[src/rtl/serial_adder_pkg.sv]
// Shared definitions for the bit-serial adder/subtractor: FSM state encoding
// and the default operand width.
package serial_adder_pkg;

    localparam int DEFAULT_WIDTH = 8;

    typedef enum logic [1:0] {
        ST_IDLE = 2'd0,
        ST_RUN  = 2'd1,
        ST_DONE = 2'd2
    } state_e;

endpackage

[src/rtl/fa_cell.sv]
// One-bit full adder; the only arithmetic element in the serial datapath.
module fa_cell (
    input  logic a,
    input  logic b,
    input  logic cin,
    output logic s,
    output logic co
);

    assign s  = a ^ b ^ cin;
    assign co = (a & b) | (a & cin) | (b & cin);

endmodule

[src/rtl/serial_adder.sv]
// Bit-serial add/subtract, one result bit per clock, LSB first, through a
// single full-adder cell. Subtraction is a + ~b + 1.
module serial_adder
    import serial_adder_pkg::*;
#(
    parameter int WIDTH = DEFAULT_WIDTH
) (
    input  logic             clk,
    input  logic             rst,
    input  logic             start,
    input  logic [WIDTH-1:0] a,
    input  logic [WIDTH-1:0] b,
    input  logic             sub,
    output logic             busy,
    output logic             done,
    output logic [WIDTH-1:0] sum,
    output logic             cout,
    output logic             ovf
);

    localparam int CW = $clog2(WIDTH) + 1;

    state_e           state_q, state_d;
    logic [WIDTH-1:0] a_q, a_d;
    logic [WIDTH-1:0] b_q, b_d;
    logic [WIDTH-1:0] work_q, work_d;
    logic [WIDTH-1:0] sum_q, sum_d;
    logic [WIDTH-1:0] work_shift;
    logic             carry_q, carry_d;
    logic             cout_q, cout_d;
    logic             ovf_q, ovf_d;
    logic [CW-1:0]    cnt_q, cnt_d;
    logic             fa_s, fa_co;
    logic             accept, last_bit;

    fa_cell u_fa (
        .a   (a_q[0]),
        .b   (b_q[0]),
        .cin (carry_q),
        .s   (fa_s),
        .co  (fa_co)
    );

    assign accept   = start && (state_q == ST_IDLE || state_q == ST_DONE);
    assign last_bit = (cnt_q == CW'(WIDTH - 1));

    // New sum bit enters at the MSB so the word is aligned after WIDTH shifts.
    generate
        if (WIDTH == 1) begin : g_w1
            assign work_shift = fa_s;
        end else begin : g_wn
            assign work_shift = {fa_s, work_q[WIDTH-1:1]};
        end
    endgenerate

    always_ff @(posedge clk or posedge rst) begin
        if (rst) begin
            state_q <= ST_IDLE;
        end else begin
            state_q <= state_d;
        end
    end

    always_comb begin
        state_d = state_q;
        case (state_q)
            ST_IDLE: if (start) state_d = ST_RUN;
            ST_RUN:  if (last_bit) state_d = ST_DONE;
            ST_DONE: state_d = start ? ST_RUN : ST_IDLE;
            default: state_d = ST_IDLE;
        endcase
    end

    always_comb begin
        busy = (state_q == ST_RUN);
        done = (state_q == ST_DONE);
    end

    always_comb begin
        a_d     = a_q;
        b_d     = b_q;
        work_d  = work_q;
        carry_d = carry_q;
        cnt_d   = cnt_q;
        sum_d   = sum_q;
        cout_d  = cout_q;
        ovf_d   = ovf_q;
        if (accept) begin
            a_d     = a;
            b_d     = b ^ {WIDTH{sub}};
            carry_d = sub;
            cnt_d   = '0;
            work_d  = '0;
        end else if (state_q == ST_RUN) begin
            a_d     = a_q >> 1;
            b_d     = b_q >> 1;
            work_d  = work_shift;
            carry_d = fa_co;
            cnt_d   = cnt_q + CW'(1);
            if (last_bit) begin
                sum_d  = work_shift;
                cout_d = fa_co;
                ovf_d  = carry_q ^ fa_co;
            end
        end
    end

    always_ff @(posedge clk or posedge rst) begin
        if (rst) begin
            a_q     <= '0;
            b_q     <= '0;
            work_q  <= '0;
            carry_q <= 1'b0;
            cnt_q   <= '0;
            sum_q   <= '0;
            cout_q  <= 1'b0;
            ovf_q   <= 1'b0;
        end else begin
            a_q     <= a_d;
            b_q     <= b_d;
            work_q  <= work_d;
            carry_q <= carry_d;
            cnt_q   <= cnt_d;
            sum_q   <= sum_d;
            cout_q  <= cout_d;
            ovf_q   <= ovf_d;
        end
    end

    assign sum  = sum_q;
    assign cout = cout_q;
    assign ovf  = ovf_q;

endmodule

[config.mk]
export PLATFORM = sky130hd
export DESIGN_NAME = serial_adder
export DESIGN_NICKNAME = d
export VERILOG_FILES = /design/src/rtl/serial_adder_pkg.sv /design/src/rtl/fa_cell.sv /design/src/rtl/serial_adder.sv
export SDC_FILE = /design/constraint.sdc
export NUM_CORES = 1
export LEC_CHECK = 0
export BUFFER_PORTS_ARGS = -buffer_cell sky130_fd_sc_hd__buf_2
export CORE_MARGIN = 2
export CORE_UTILIZATION = 55
export DETAILED_ROUTE_END_ITERATION = 10
export PLACE_DENSITY = 0.79
export SLEW_MARGIN = 20
export SYNTH_ARGS = -nofsm -noshare
export SYNTH_HDL_FRONTEND = slang
export SYNTH_SLANG_ARGS = --single-unit
[constraint.sdc]
create_clock -name clk -period 2.5 [get_ports clk]
set_input_delay 0.375 -clock clk [delete_from_list [all_inputs] [get_ports clk]]
set_output_delay 0.375 -clock clk [all_outputs]
set_load 0.02 [all_outputs]
==> impl_metrics.json <==
{
  "outcome": "complete, no violations",
  "cpPeakStageDelay_ns": 0.48,
  "fin_setup_tns_ns": 0,
  "cts_made_buffers": 5,
  "dp_cells": 213,
  "wl_um": 2970,
  "clock_latency_ns": 0.34,
  "core_area_mm2": 0.00305,
  "path_clk_slew_ns": 0.11,
  "rrSetupSlack_ns": 0.75,
  "finalCritPeriodShare": 0.861,
  "hold_buffers": 0,
  "crit_slowest_cell": "nand2b_1",
  "synth_warnings": 0,
  "finalSetupViolCount": 0,
  "place.gp.congestion": 0.739,
  "area_growth_pct": 13.0,
  "yosysSeqAreaShare": 0.563,
  "io_pins": 32,
  "clock-sinks": 40,
  "grt_first_pass_wirelength_um": 5130,
  "cts.repair.resized": 0,
  "power.leakage_nw": 1.03,
  "ys_ff_latch": 40,
  "place_hpwl_um": 2090,
  "worst_slack_ns": 0.348,
  "drive_gt1_frac": 0.266,
  "worstMarginPinSlew_ns": 0.637,
  "slew_headroom": 0.575,
  "cp.arrival_ns": 1.78,
  "vias_per_cell": 5.29,
  "reg2reg_from": "state_q[1]",
  "finalMaxSlewViolations": 0,
  "hp-class": "input port to asynchronous set/reset pin",
  "nets": 198,
  "synth_nets": 166,
  "rsz0062_at_grt": "false",
  "grt_usage": 0.192,
  "hold_viol": 0,
  "first_pass_iters": 4,
  "post_synth.cell_area_avg_um2": 12.3,
  "syn_area_mm2": 0.00178,
  "irDropWorstVdd_uv": 503,
  "post-route-min-period_ns": 2.15,
  "fp.dieArea_mm2": 0.00370,
  "path_buf_inv": 2,
  "post_cts_buffers": 0,
  "crit_family": "buffers and inverters",
  "num_rows": 20,
  "cp-end-kind": "primary output",
  "cts_tree": "yes",
  "die_width_um": 60.9,
  "dp_slack_ns": 0.730,
  "powerDensity_mw_per_mm2": 1210,
  "die_h_um": 60.9,
  "fin_skew_ns": 0.00413,
  "drtIter0Drc": 41,
  "max_cap_viol_count": 0,
  "worst_ep_required_time_ns": 2.12,
  "ff_latch_area_mm2": 0.00100,
  "clockBufferDepth": 2,
  "grt_max_degree": 41,
  "instances_no_fill": 221,
  "drc": 0,
  "fin_hold_ws_ns": 0.121,
  "routedWlPerCell_um": 13.4,
  "syn_inst": 144,
  "antenna_found_initial": 0,
  "crit_path_start_kind": "register",
  "fillCellCount": 251,
  "start_util": 0.582,
  "ff2ff_path_depth": 4,
  "grt_remaining_overflow": 0,
  "cts.root.buffer_cell": "clkbuf_4",
  "path_cells": "nand2b_1 > clkinv_8 > buf_2",
  "r2r-end": "cout",
  "multi_input_area_um2": 694,
  "fmax_mhz": 465,
  "htreeDepth": 2,
  "path_class": "register to primary output",
  "first_global_vias": 1190,
  "ant_nets": 0,
  "vias": 1170,
  "yosysUniqueCellTypes": 25,
  "io_buffers": 31,
  "antenna_cells": 0,
  "critPathMaxFanout": 28
}
-- metrics by stage --
stage | power, mW | utilization | instance area (µm²)
after detailed placement | 2.13 | 0.638 | 1950
after floorplan | 1.92 | - | 1780
final | 2.44 | 0.658 | 2010
after CTS | 2.47 | 0.658 | 2010
after global routing | 2.63 | 0.658 | 2010
after global placement | 2.07 | 0.638 | 1950
-- layer usage --
layer	global-route usage	part of all wire	wire length, µm
met1	0.234	0.44	1310
met2	0.313	0.50	1490
met3	0.0704	0.040	120
met4	0.0745	0.016	46
met5	0	0	0
-- cell type report --
class | instances | share of cell area
repair buffers | 34 | 0.0884
clock inverters | 2 | 0.00498
clock buffers | 6 | 0.0255
flip-flops and latches | 40 | 0.498
inverters | 2 | 0.00996
multi-input cells | 93 | 0.346
well taps | 44 | 0.0274
-- cells in the final DEF (no fill, tap or decap) --
cell and instances:
mux2_2 1, a22o_1 10, nor2_1 1, mux2i_1 10, nand2_1 19, nor2b_1 1
mux2_1 10, xor2_1 9, clkinv_8 1, clkbuf_8 1, xnor2_1 1, dfrtp_1 40
buf_2 31, buf_4 3, nand2b_1 2, nor3_2 1, nand4_1 1, inv_1 1
nor2_4 1, a22oi_1 7, ha_1 1, fa_1 1, nand3_1 7, nor2b_2 1
clkbuf_4 5, o21ai_0 9, clkinv_2 2
-- power by group --
part	internal (mW)	total (mW)	leakage, nW	switching [mW]
clock network	0.134	0.333	0.0380	0.200
registers	0.934	1.12	0.511	0.183
logic	0.431	0.989	0.483	0.558
-- logic make-up after synthesis --
group,synth area share
adder cells (fa/ha/maj),0.0183
buffers and inverters,0.0479
AND/OR/NAND/NOR,0.0915
flip-flops,0.563
XOR/XNOR,0.0493
AO/OA/AOI/OAI,0.104
multiplexers,0.126
-- worst reg2reg max path, stage by stage (launching register included) --
cell and delay, ns:
dfrtp_1 0.39, nand2b_1 0.42, nor3_2 0.26, buf_4 0.22
mux2_1 0.35
-- cells in the mapped netlist --
cell type	number	area, µm²
inv_1	1	3.75
nand2_1	19	71.3
mux2i_1	10	100
a22o_1	10	87.6
nor2_1	1	3.75
buf_1	1	3.75
xor2_1	9	78.8
xnor2_1	1	8.76
buf_6	3	33.8
buf_4	1	7.51
clkinv_8	1	16.3
mux2_2	1	11.3
nand3_1	7	35.0
mux2_1	10	113
nor2b_1	2	12.5
ha_1	1	12.5
nand2b_1	2	12.5
nor3_2	1	10.0
nor2_4	1	11.3
fa_1	1	20.0
buf_2	4	20.0
a22oi_1	7	52.6
nand4_1	1	6.26
o21ai_0	9	45.0
dfrtp_1	40	1000
-- sequential cells by signal (all words and copies together) (netlist names) --
| name | count |
|---|---|
| work_q | 7 |
| cnt_q | 4 |
| carry_q | 1 |
| b_q | 8 |
| ovf | 1 |
| state_q | 2 |
| cout | 1 |
| sum | 8 |
| a_q | 8 |
-- worst max path at each step --
stage | startpoint | endpoint | slack, ns | cells after the start
after global placement | state_q[0] | busy | 0.78 | 3
final | state_q[0] | busy | 0.35 | 3
after floorplan | carry_q | ovf | 1.07 | 3
after global routing | state_q[0] | busy | 0.25 | 3
after detailed placement | state_q[0] | busy | 0.73 | 3
after CTS | state_q[0] | busy | 0.33 | 3
Note: power is estimated with default switching activity, not from simulation.
